`src/rtl/lane_runner_engine.sv`:
```
// lane_runner_engine: game-state engine for the lane-dodger VGA demo.
// Owns obstacle motion, player lane moves, collision, score, lives and the game FSM.
// Optional feature macro: OBSTACLE_LFSR_EN (pseudo-random respawn X from a 10-bit LFSR).
module lane_runner_engine #(
    parameter int unsigned NUM_LANES  = 6,
    parameter int unsigned LANE_Y0    = 60,
    parameter int unsigned LANE_PITCH = 60,
    parameter int unsigned PLAYER_X   = 320,
    parameter int unsigned HIT_HALF_W = 30,
    parameter int unsigned H_RES      = 640,
    parameter int unsigned WIN_SCORE  = 10,
    parameter int unsigned LIVES      = 3,
    parameter int unsigned HIT_TICKS  = 32
) (
    input  logic                         clk,
    input  logic                         reset,
    input  logic                         tick,
    input  logic                         start,
    input  logic                         btn_up,
    input  logic                         btn_down,
    output logic [$clog2(NUM_LANES)-1:0] player_lane,
    output logic [9:0]                   player_y,
    output logic [10*NUM_LANES-1:0]      obs_x,
    output logic [3:0]                   score,
    output logic [2:0]                   lives,
    output logic [1:0]                   state,
    output logic                         hit,
    output logic                         win
);

    localparam int unsigned LW      = $clog2(NUM_LANES);
    localparam int unsigned CW      = $clog2(HIT_TICKS + 1);
    localparam int unsigned SPACING = H_RES / NUM_LANES;

    typedef enum logic [1:0] {
        S_IDLE = 2'b00,
        S_PLAY = 2'b01,
        S_HIT  = 2'b10,
        S_DONE = 2'b11
    } state_t;

    state_t          state_q, state_d;
    logic [LW-1:0]   lane_q, lane_d;
    logic [9:0]      py_q, py_d;
    logic [9:0]      obs_q [NUM_LANES];
    logic [9:0]      obs_d [NUM_LANES];
    logic [3:0]      score_q, score_d;
    logic [2:0]      lives_q, lives_d;
    logic            hit_q, hit_d;
    logic            win_q, win_d;
    logic [CW-1:0]   cnt_q, cnt_d;
    logic            start_prev_q, up_prev_q, dn_prev_q;

    logic            start_rise, up_rise, dn_rise;
    logic [9:0]      respawn_x;
    logic [9:0]      nx [NUM_LANES];
    logic [3:0]      pass_cnt;
    logic [4:0]      score_sum;
    logic [3:0]      score_sat;
    logic [10:0]     px;
    logic            collide;

    function automatic logic [9:0] lane_y(input logic [LW-1:0] l);
        return 10'(LANE_Y0 + 32'(l) * LANE_PITCH);
    endfunction

    assign start_rise = start & ~start_prev_q;
    assign up_rise    = btn_up & ~up_prev_q;
    assign dn_rise    = btn_down & ~dn_prev_q;

`ifdef OBSTACLE_LFSR_EN
    logic [9:0] lfsr_q, lfsr_d;

    // LFSR x^10+x^7+1, advances once per frame tick
    always_comb begin
        lfsr_d = lfsr_q;
        if (tick) begin
            lfsr_d = {lfsr_q[8:0], lfsr_q[9] ^ lfsr_q[6]};
        end
    end

    // LFSR register, seeded on reset
    always_ff @(posedge clk or posedge reset) begin
        if (reset) lfsr_q <= 10'h2A5;
        else       lfsr_q <= lfsr_d;
    end

    assign respawn_x = {3'b000, lfsr_q[6:0]};
`else
    assign respawn_x = 10'd0;
`endif

    // Preview of one tick of motion: new X per lane, lanes passed, collision in player lane
    always_comb begin
        pass_cnt = 4'd0;
        for (int k = 0; k < int'(NUM_LANES); k++) begin
            logic [10:0] sum;
            sum = 11'(obs_q[k]) + 11'(1 + (k % 4));
            if (sum >= 11'(H_RES)) begin
                nx[k] = respawn_x;
                if (LW'(k) != lane_q) pass_cnt = pass_cnt + 4'd1;
            end else begin
                nx[k] = sum[9:0];
            end
        end
        px        = {1'b0, nx[lane_q]};
        collide   = (px + 11'(HIT_HALF_W) > 11'(PLAYER_X)) && (px < 11'(PLAYER_X + HIT_HALF_W));
        score_sum = 5'(score_q) + 5'(pass_cnt);
        score_sat = (score_sum >= 5'(WIN_SCORE)) ? 4'(WIN_SCORE) : score_sum[3:0];
    end

    // Game FSM next-state and output logic
    always_comb begin
        state_d = state_q;
        lane_d  = lane_q;
        obs_d   = obs_q;
        score_d = score_q;
        lives_d = lives_q;
        hit_d   = 1'b0;
        win_d   = win_q;
        cnt_d   = cnt_q;

        case (state_q)
            S_IDLE: begin
                if (start_rise) begin
                    state_d = S_PLAY;
                    cnt_d   = '0;
                    for (int k = 0; k < int'(NUM_LANES); k++) begin
                        obs_d[k] = 10'(k * SPACING);
                    end
                end
            end
            S_PLAY: begin
                if (up_rise && !dn_rise && lane_q != '0) begin
                    lane_d = lane_q - LW'(1);
                end else if (dn_rise && !up_rise && lane_q != LW'(NUM_LANES - 1)) begin
                    lane_d = lane_q + LW'(1);
                end
                if (tick) begin
                    obs_d   = nx;
                    score_d = score_sat;
                    if (collide) begin
                        hit_d         = 1'b1;
                        lives_d       = lives_q - 3'd1;
                        obs_d[lane_q] = respawn_x;
                        state_d       = S_HIT;
                        cnt_d         = '0;
                    end else if (score_sat == 4'(WIN_SCORE)) begin
                        state_d = S_DONE;
                        win_d   = 1'b1;
                    end
                end
            end
            S_HIT: begin
                if (tick) begin
                    if (cnt_q == CW'(HIT_TICKS - 1)) begin
                        cnt_d   = '0;
                        state_d = (lives_q == 3'd0) ? S_DONE : S_PLAY;
                    end else begin
                        cnt_d = cnt_q + CW'(1);
                    end
                end
            end
            S_DONE: begin
                if (start_rise) begin
                    state_d = S_IDLE;
                    score_d = 4'd0;
                    lives_d = 3'(LIVES);
                    win_d   = 1'b0;
                    lane_d  = LW'(NUM_LANES / 2);
                end
            end
            default: state_d = S_IDLE;
        endcase

        py_d = lane_y(lane_d);
    end

    // State and edge-detect registers
    always_ff @(posedge clk or posedge reset) begin
        if (reset) begin
            state_q      <= S_IDLE;
            lane_q       <= LW'(NUM_LANES / 2);
            py_q         <= 10'(LANE_Y0 + (NUM_LANES / 2) * LANE_PITCH);
            for (int k = 0; k < int'(NUM_LANES); k++) obs_q[k] <= 10'd0;
            score_q      <= 4'd0;
            lives_q      <= 3'(LIVES);
            hit_q        <= 1'b0;
            win_q        <= 1'b0;
            cnt_q        <= '0;
            start_prev_q <= 1'b0;
            up_prev_q    <= 1'b0;
            dn_prev_q    <= 1'b0;
        end else begin
            state_q      <= state_d;
            lane_q       <= lane_d;
            py_q         <= py_d;
            obs_q        <= obs_d;
            score_q      <= score_d;
            lives_q      <= lives_d;
            hit_q        <= hit_d;
            win_q        <= win_d;
            cnt_q        <= cnt_d;
            start_prev_q <= start;
            up_prev_q    <= btn_up;
            dn_prev_q    <= btn_down;
        end
    end

    for (genvar k = 0; k < int'(NUM_LANES); k++) begin : g_obs
        assign obs_x[10*k +: 10] = obs_q[k];
    end

    assign player_lane = lane_q;
    assign player_y    = py_q;
    assign score       = score_q;
    assign lives       = lives_q;
    assign state       = state_q;
    assign hit         = hit_q;
    assign win         = win_q;

endmodule

```
`config.mk`:
```
export PLATFORM = sky130hd
export DESIGN_NAME = lane_runner_engine
export DESIGN_NICKNAME = d
export VERILOG_FILES = /design/src/rtl/lane_runner_engine.sv
export SDC_FILE = /design/constraint.sdc
export NUM_CORES = 1
export LEC_CHECK = 0
export ABC_AREA = 1
export CAP_MARGIN = 5
export CELL_PAD_IN_SITES_DETAIL_PLACEMENT = 1
export CELL_PAD_IN_SITES_GLOBAL_PLACEMENT = 2
export CORE_MARGIN = 2
export CORE_UTILIZATION = 31
export CTS_CLUSTER_SIZE = 30
export DETAILED_ROUTE_END_ITERATION = 6
export PLACE_DENSITY = 0.79
export SLEW_MARGIN = 10
export SYNTH_ARGS = -nofsm -noshare
export SYNTH_HDL_FRONTEND = slang
export SYNTH_SLANG_ARGS = --single-unit
```
`constraint.sdc`:
```
create_clock -name clk -period 7 [get_ports clk]
set_clock_uncertainty 0.2 [all_clocks]
set_input_delay 0.7 -clock clk [delete_from_list [all_inputs] [get_ports clk]]
set_output_delay 0.7 -clock clk [all_outputs]
set_load 0.05 [all_outputs]
```
==> flow_summary.json, run 1 <==
{
  "routed_wl_microns": 23200,
  "start_util_pct": 31.5,
  "chipHeight_microns": 155,
  "synth_area_sq_mm": 0.00710,
  "cp_slowest_stage_delay_ps": 670,
  "ctsHoldBuffers": 0,
  "synthTopCellsByArea": "dfrtp_1, nand2_1, nand3_1, nor2_1, inv_1",
  "fillers": 2892,
  "synth_edf_count": 0,
  "rsz0062_at_grt": "no",
  "cp.arrival_ps": 5630,
  "antenna_found_initial": 0,
  "period_share_pct": 79.7,
  "core_sq_mm": 0.0226,
  "clkTransAtPathRegs_ps": 70,
  "crit_family": "adder cells",
  "max_slew.worst_pin.slew_ps": 745,
  "cts_resized": 0,
  "slowest_stage": "dfstp_2",
  "grt_pass1_wl_microns": 38500,
  "vias": 6955,
  "synth_common_cells": "nand2_1, nor2_1, inv_1, nand3_1, dfrtp_1",
  "gp_congestion": 0.842,
  "drive_gt1_share_pct": 9.34,
  "grt.total_usage_pct": 20.1,
  "run_status": "complete, no violations",
  "critPathLaunchType": "flip-flop",
  "route.detailed.drc": 0,
  "ioPinCount": 90,
  "h-tree-depth": 3,
  "cts.sinks": 91,
  "ant_nets": 0,
  "synth_most_common_cell": "nand2_1",
  "syn_to_final_growth_pct": 20.4,
  "drt_pass1_iterations": 5,
  "ys_seq_elements": 91,
  "register_area_sq_mm": 0.00229,
  "ys.flop_type": "dfrtp_1",
  "post_drt_wl_per_cell_microns": 16.4,
  "crit_path_frequent_cell": "nand2_1",
  "synth_top_cell_by_area": "dfrtp_1",
  "r2r_slack_ps": 1420,
  "dieArea_sq_mm": 0.0241,
  "slew_viol_final": 0,
  "maxCapViolCount": 0,
  "critical_path_class": "flip-flop to flip-flop",
  "final.min_clock_period_ps": 5580,
  "max_freq_ghz": 0.179,
  "yosysSeqAreaShare_pct": 32.2,
  "overflow": 0,
  "critPathBufInv": 4,
  "yosysUniqueCellTypes": 47,
  "diodes": 0,
  "postSynthAreaPerCell_sq_um": 6.79,
  "r2r-start": "player_lane[0]",
  "nets": 1174,
  "worstHoldStart": "lives[0]",
  "slew-limit-headroom_pct": 50.2,
  "num_rows": 55,
  "die_w_microns": 155,
  "finalSetupViolCount": 0,
  "grt_pass1_vias": 7126,
  "cp_max_fo": 14,
  "grt_max_degree": 48,
  "via_per_inst": 4.90,
  "synth_cells": 1046,
  "synth_warnings": 0,
  "cp-end-kind": "flip-flop",
  "crit_required_ps": 7050,
  "dp_hpwl_microns": 17600,
  "fin_setup_tns_ps": 0,
  "multi_input_area_sq_mm": 0.00419,
  "portBuffers": 87,
  "final_hold_viol_count": 0,
  "drt-initial-drc-count": 340,
  "min_path_type": "flip-flop to flip-flop",
  "clock_latency_ps": 370,
  "tritoncts": "done",
  "netlist.area_leader.share_pct": 29.2,
  "post-cts-setup-buffers": 0,
  "cts_root_buf": "clkbuf_16",
  "startpoint": "player_lane[0]",
  "numCtsBuffers": 9,
  "clock_path_buffers": 2,
  "async_reset_ff_share_pct": 100
}
==> cells by family (layout without fill, tap and decap cells) <==
kind of cell | after synthesis | after routing | synth area share, %
buffers and inverters | 158 | 246 | 8.93
flip-flops | 91 | 91 | 32.2
adder cells (fa/ha/maj) | 38 | 38 | 7.12
other | 1 | 2 | 0.0528
XOR/XNOR | 34 | 34 | 4.19
multiplexers | 1 | 1 | 0.159
AND/OR/NAND/NOR | 626 | 626 | 40.0
AO/OA/AOI/OAI | 97 | 97 | 7.33
==> registers in the layout, indices dropped and copies added (netlist names) <==
name and cells:
obs_x 60, player_y 8, cnt_q 6, score 4
lives 3, player_lane 3, state 2, dn_prev_q 1
hit 1, start_prev_q 1, up_prev_q 1, win 1
==> routing by layer <==
metal  part of all wire [%]  GRT usage (%)  vias up
met5                      0              0        -
met2                     46           33.4       97
met4                    1.7           5.94        0
met3                    2.6           2.34       20
li1                       -              -     3503
met1                     49           27.6     3335
==> worst register-to-register path, delay by kind of cell, from the launching register on <==
kind            cells  cell delay, ps
fa+ha+maj           7            1950
compound gates      3             490
flops               1             670
simple gates       16            1230
mux                 1             290
buf+inv             4             480
xor+xnor            1             180
==> stage by stage <==
step / worst slack, ps / utilization (%) / cell area, sq um / hold WS (ps) / cells
after CTS: 1390 / 37.9 / 8550 / 287 / 1420
after floorplan: 1480 / - / 7110 / 263 / 1047
after detailed placement: 1410 / 36.6 / 8270 / 273 / 1404
after global routing: 821 / 37.9 / 8550 / 304 / 1420
after global placement: 1560 / 36.6 / 8270 / 258 / 1404
final: 1420 / 37.9 / 8550 / 282 / 1420
==> path summary, 6_finish.rpt <==
kind,endpoint,depth (start not counted)
max,state[1],32
min,lives[0],2
max reg2reg,state[1],32
min reg2reg,lives[0],2
max in group asynchronous,obs_x[34],3
min in group asynchronous,player_y[9],2
==> area by class of cell <==
| type | instances | area share, % |
|---|---|---|
| multi-input combinational | 798 | 49.0 |
| tap | 285 | 4.17 |
| timing repair buffer | 93 | 10.7 |
| sequential | 91 | 26.7 |
| inverter | 137 | 6.07 |
| clock buffer | 10 | 2.79 |
| clock inverter | 6 | 0.570 |
==> cell usage in the layout (no fill, tap or decap), drive strengths merged, types with 2 or more instances in the layout <==
cell,Yosys,final
dfrtp,83,83
inv,137,139
dfstp,8,8
nand2,325,325
o21ai,53,53
a31oi,2,2
a21oi,33,33
nand3,105,105
clkbuf,13,10
clkinvlp,0,3
clkdlybuf4s50,0,87
o22ai,5,5
xnor2,14,14
nand4,28,28
xor2,20,20
fa,4,4
buf,8,6
conb,1,2
or2,4,4
nor2,138,138
ha,34,34
nor3,23,23
Power of run 1 is left out: the tool's default activity adds up to more than one toggle a clock period on the data nets, which glitch-free logic cannot reach.
==> run 2, diff against run 1 <==
==> constraint.sdc (replaced) <==
create_clock -name clk -period 5.3 [get_ports clk]
set_clock_uncertainty 0.2 [all_clocks]
set_input_delay 0.53 -clock clk [delete_from_list [all_inputs] [get_ports clk]]
set_output_delay 0.53 -clock clk [all_outputs]
set_load 0.05 [all_outputs]
==> flow_summary.json, run 2 (synthesized netlist as in run 1, its figures left out) <==
{
  "dieArea_sq_mm": 0.0241,
  "startpoint": "obs_x[1]",
  "h-tree-depth": 3,
  "route.detailed.drc": 0,
  "die_w_microns": 155,
  "slew-limit-headroom_pct": 49.2,
  "timing.rr.end": "win",
  "cts.sinks": 91,
  "routed_wl_microns": 23600,
  "max_slew.worst_pin.slew_ps": 761,
  "r2r-start": "obs_x[1]",
  "finalSetupViolCount": 0,
  "nets": 1208,
  "post_drt_wl_per_cell_microns": 16.2,
  "gp_congestion": 0.861,
  "drt_pass1_iterations": 4,
  "dp_cells": 1425,
  "core_sq_mm": 0.0226,
  "cp-end-kind": "flip-flop",
  "numCtsBuffers": 9,
  "ioPinCount": 90,
  "syn_to_final_growth_pct": 26.4,
  "vias": 7148,
  "final-instance-count-excl-fill": 1454,
  "grt.total_usage_pct": 20.0,
  "final_hold_viol_count": 0,
  "largest_register_ffs": 60,
  "multi_input_area_sq_mm": 0.00436,
  "num_rows": 55,
  "grt_pass1_wl_microns": 38500,
  "critPathLaunchType": "flip-flop",
  "ant_nets": 0,
  "drive_gt1_share_pct": 15.0,
  "slowest_stage": "dfrtp_2",
  "portBuffers": 87,
  "r2r_cells": 37,
  "holdPathEnd": "lives[1]",
  "worstHoldStart": "lives[1]",
  "grt_pass1_vias": 7322,
  "holdPathStages": 2,
  "diodes": 0,
  "cts_root_buf": "clkbuf_16",
  "run_status": "complete, no violations",
  "max_freq_ghz": 0.196,
  "crit_required_ps": 5350,
  "cp_max_fo": 4,
  "slew_viol_final": 0,
  "clkTransAtPathRegs_ps": 70,
  "chipHeight_microns": 155,
  "grt_max_degree": 49,
  "final_common_cell": "nand2_1",
  "register_area_sq_mm": 0.00229,
  "cp.arrival_ps": 5140,
  "start_util_pct": 31.5,
  "drt-initial-drc-count": 249,
  "via_per_inst": 4.92,
  "ctsHoldBuffers": 0,
  "overflow": 0,
  "maxCapViolCount": 0,
  "clock_latency_ps": 360,
  "min_path_type": "flip-flop to flip-flop",
  "fillers": 2884,
  "dp_hpwl_microns": 17700,
  "tritoncts": "done",
  "fin_hold_ws_ps": 272,
  "antenna_found_initial": 0,
  "clock_path_buffers": 2,
  "cp_slowest_stage_delay_ps": 410,
  "critical_path_class": "flip-flop to flip-flop",
  "final.min_clock_period_ps": 5090,
  "r2r_slack_ps": 210,
  "period_share_pct": 96.0,
  "layout_common_cells": "nand2_1, nor2_1, inv_1"
}
run 2: changes by cell type in the layout (fill, tap and decap cells not counted), sizes merged:
cell	before	now
buf	6	40
clkinvlp	3	5
inv	139	137
run 2: per-layer routing:
metal	GRT usage (%)	part of all wire [%]	vias to the layer above
li1	-	-	3565
met1	26.7	48	3474
met2	34.4	48	89
met3	1.95	2.0	20
met4	5.55	1.5	0
met5	0	0	-
run 2: worst max-delay path, delay by kind of cell, from the launching register on:
family	cells	cell delay [ps]
multiplexers	1	300
buffers and inverters	4	210
AND/OR/NAND/NOR	20	1450
AO/OA/AOI/OAI	4	570
flip-flops	1	410
XOR/XNOR	1	150
adder cells (fa/ha/maj)	7	1690
run 2: worst max-delay path by stage:
stage          end  slack (ps)  depth (start not counted)
6_report       win         210                         37
2_1_floorplan  win           1                         35
3_3_place_gp   win          50                         36
3_5_place_dp   win        -200                         36
4_1_cts        win          20                         38
5_1_grt        win         -20                         37
run 2: layout make-up:
class,instances,share of cell area [%]
multi-input combinational,798,48.6
clock buffer,10,2.55
inverter,137,5.78
clock inverter,6,0.474
sequential,91,25.6
tap,285,3.97
timing repair buffer,127,13.0
run 2: repair_timing:
| action | CTS | global route |
|---|---|---|
| resized for setup | 6 | 32 |
| buffers inserted | 5 | 8 |
| cloned | 0 | 0 |
| pin swaps | 2 | 26 |
| setup endpoints to repair | 7 | 7 |
run 2: stage by stage:
| step | area [sq um] | TNS [ps] | worst slack, ps | util [%] |
|---|---|---|---|---|
| 2_1_floorplan | 7140 | 0 | 1.42 | - |
| 3_3_place_gp | 8450 | 0 | 45.7 | 37.4 |
| 3_5_place_dp | 8450 | -668 | -196 | 37.4 |
| 4_1_cts | 8800 | 0 | 21.7 | 39.0 |
| 5_1_grt | 8980 | -28.9 | -24.1 | 39.8 |
| 6_report | 8980 | 0 | 210 | 39.8 |
Power of run 2 is left out for the same reason.
==> run 3, diff against run 2 <==
--- a/config.mk
+++ b/config.mk
@@ -10,10 +10,11 @@
 export CELL_PAD_IN_SITES_DETAIL_PLACEMENT = 1
 export CELL_PAD_IN_SITES_GLOBAL_PLACEMENT = 2
 export CORE_MARGIN = 2
-export CORE_UTILIZATION = 31
+export CORE_UTILIZATION = 32
+export CTS_BUF_LIST = sky130_fd_sc_hd__clkbuf_4 sky130_fd_sc_hd__clkbuf_8
 export CTS_CLUSTER_SIZE = 30
 export DETAILED_ROUTE_END_ITERATION = 6
-export PLACE_DENSITY = 0.79
+export PLACE_DENSITY = 0.81
 export SLEW_MARGIN = 10
 export SYNTH_ARGS = -nofsm -noshare
 export SYNTH_HDL_FRONTEND = slang
==> flow_summary.json, run 3 (synthesized netlist as in run 1, its figures left out) <==
{
  "run_status": "complete, no violations",
  "holdPathStages": 2,
  "ctsHoldBuffers": 0,
  "portBuffers": 87,
  "r2r_slack_ps": 180,
  "drive_gt1_share_pct": 14.8,
  "dieArea_sq_mm": 0.0234,
  "drt-initial-drc-count": 205,
  "routed_wl_microns": 23500,
  "syn_to_final_growth_pct": 25.5,
  "holdPathEnd": "lives[1]",
  "die_w_microns": 153,
  "dp_hpwl_microns": 17700,
  "start_util_pct": 32.5,
  "fillers": 2804,
  "cp_max_fo": 5,
  "worstHoldStart": "lives[1]",
  "timing.rr.end": "score[3]",
  "grt_pass1_vias": 7414,
  "chipHeight_microns": 153,
  "cp_slowest_stage_delay_ps": 420,
  "core_sq_mm": 0.0218,
  "largest_register_ffs": 60,
  "via_per_inst": 4.90,
  "period_share_pct": 96.5,
  "num_rows": 54,
  "max_slew.worst_pin.slew_ps": 859,
  "r2r_cells": 32,
  "finalSetupViolCount": 0,
  "grt_pass1_wl_microns": 39000,
  "post_drt_wl_per_cell_microns": 16.2,
  "clock_path_buffers": 2,
  "diodes": 0,
  "vias": 7117,
  "cts.sinks": 91,
  "drt_pass1_iterations": 4,
  "cts_root_buf": "clkbuf_8",
  "grt_max_degree": 57,
  "numCtsBuffers": 9,
  "fin_hold_ws_ps": 274,
  "route.detailed.drc": 0,
  "critPathLaunchType": "flip-flop",
  "crit_required_ps": 5380,
  "min_path_type": "flip-flop to flip-flop",
  "critical_path_class": "flip-flop to flip-flop",
  "h-tree-depth": 3,
  "overflow": 0,
  "ant_nets": 0,
  "slew_viol_final": 0,
  "final.min_clock_period_ps": 5120,
  "final_common_cell": "nand2_1",
  "grt.total_usage_pct": 20.6,
  "rsz0062_at_grt": "yes",
  "slowest_stage": "dfrtp_2",
  "max_freq_ghz": 0.195,
  "final_hold_viol_count": 0,
  "final-instance-count-excl-fill": 1451,
  "layout_common_cells": "nand2_1, nor2_1, inv_1",
  "gp_congestion": 0.857,
  "slew-limit-headroom_pct": 42.7,
  "antenna_found_initial": 0,
  "dp_cells": 1421,
  "clkTransAtPathRegs_ps": 90,
  "cp-end-kind": "flip-flop",
  "r2r-start": "obs_x[1]",
  "clock_latency_ps": 390,
  "cp.arrival_ps": 5200,
  "ioPinCount": 90,
  "tritoncts": "done",
  "nets": 1210,
  "maxCapViolCount": 0
}
run 3: cell type report:
cell class	count	area (sq um)	share of cell area (%)
inverter	137	519	5.83
sequential	91	2290	25.7
multi-input combinational	798	4370	49.0
clock buffer	13	173	1.94
tap	280	350	3.93
timing repair buffer	129	1190	13.3
clock inverter	3	21.3	0.239
run 3: repair_timing:
| item | CTS | global route |
|---|---|---|
| gates resized for setup | 5 | 27 |
| pin swaps | 2 | 23 |
| endpoints found under the setup margin | 7 | 7 |
| gates cloned | 0 | 0 |
| buffers inserted | 6 | 8 |
run 3: through the flow:
stage               utilization (%)  setup slack (ps)  cell area [sq um]  setup TNS (ps)
floorplan                         -              1.42               7140               0
global placement               38.7              88.8               8450               0
detailed placement             38.7              -144               8450            -441
CTS                            40.0              18.3               8720               0
global route                   40.8              -141               8910            -522
finish                         40.8               184               8910               0
run 3: worst max-delay path by stage:
stage | from | to | slack, ps | cells after the start
floorplan | obs_x[0] | win | 1 | 35
global placement | obs_x[0] | win | 90 | 36
detailed placement | obs_x[0] | win | -140 | 35
CTS | obs_x[0] | state[1] | 20 | 38
global route | obs_x[1] | state[1] | -140 | 37
finish | obs_x[1] | score[3] | 180 | 32
run 3: per-layer routing:
metal	vias to the layer above	global-route usage (%)	share of wire, %
li1	3566	-	-
met1	3435	27.6	48
met2	89	34.8	47
met3	27	2.50	2.3
met4	0	6.04	2.1
met5	-	0	0
run 3: worst max-delay path, delay by kind of cell (launching register included):
family                     cells  cell delay [ps]
and+or+nand+nor               16             1520
adders and majority gates      6             1400
AOI/OAI and AO/OA              4              570
DFF                            1              420
xor gates and xnor gates       2              340
muxes                          1              300
buffers and inverters          3              280
Power of run 3 is left out for the same reason.
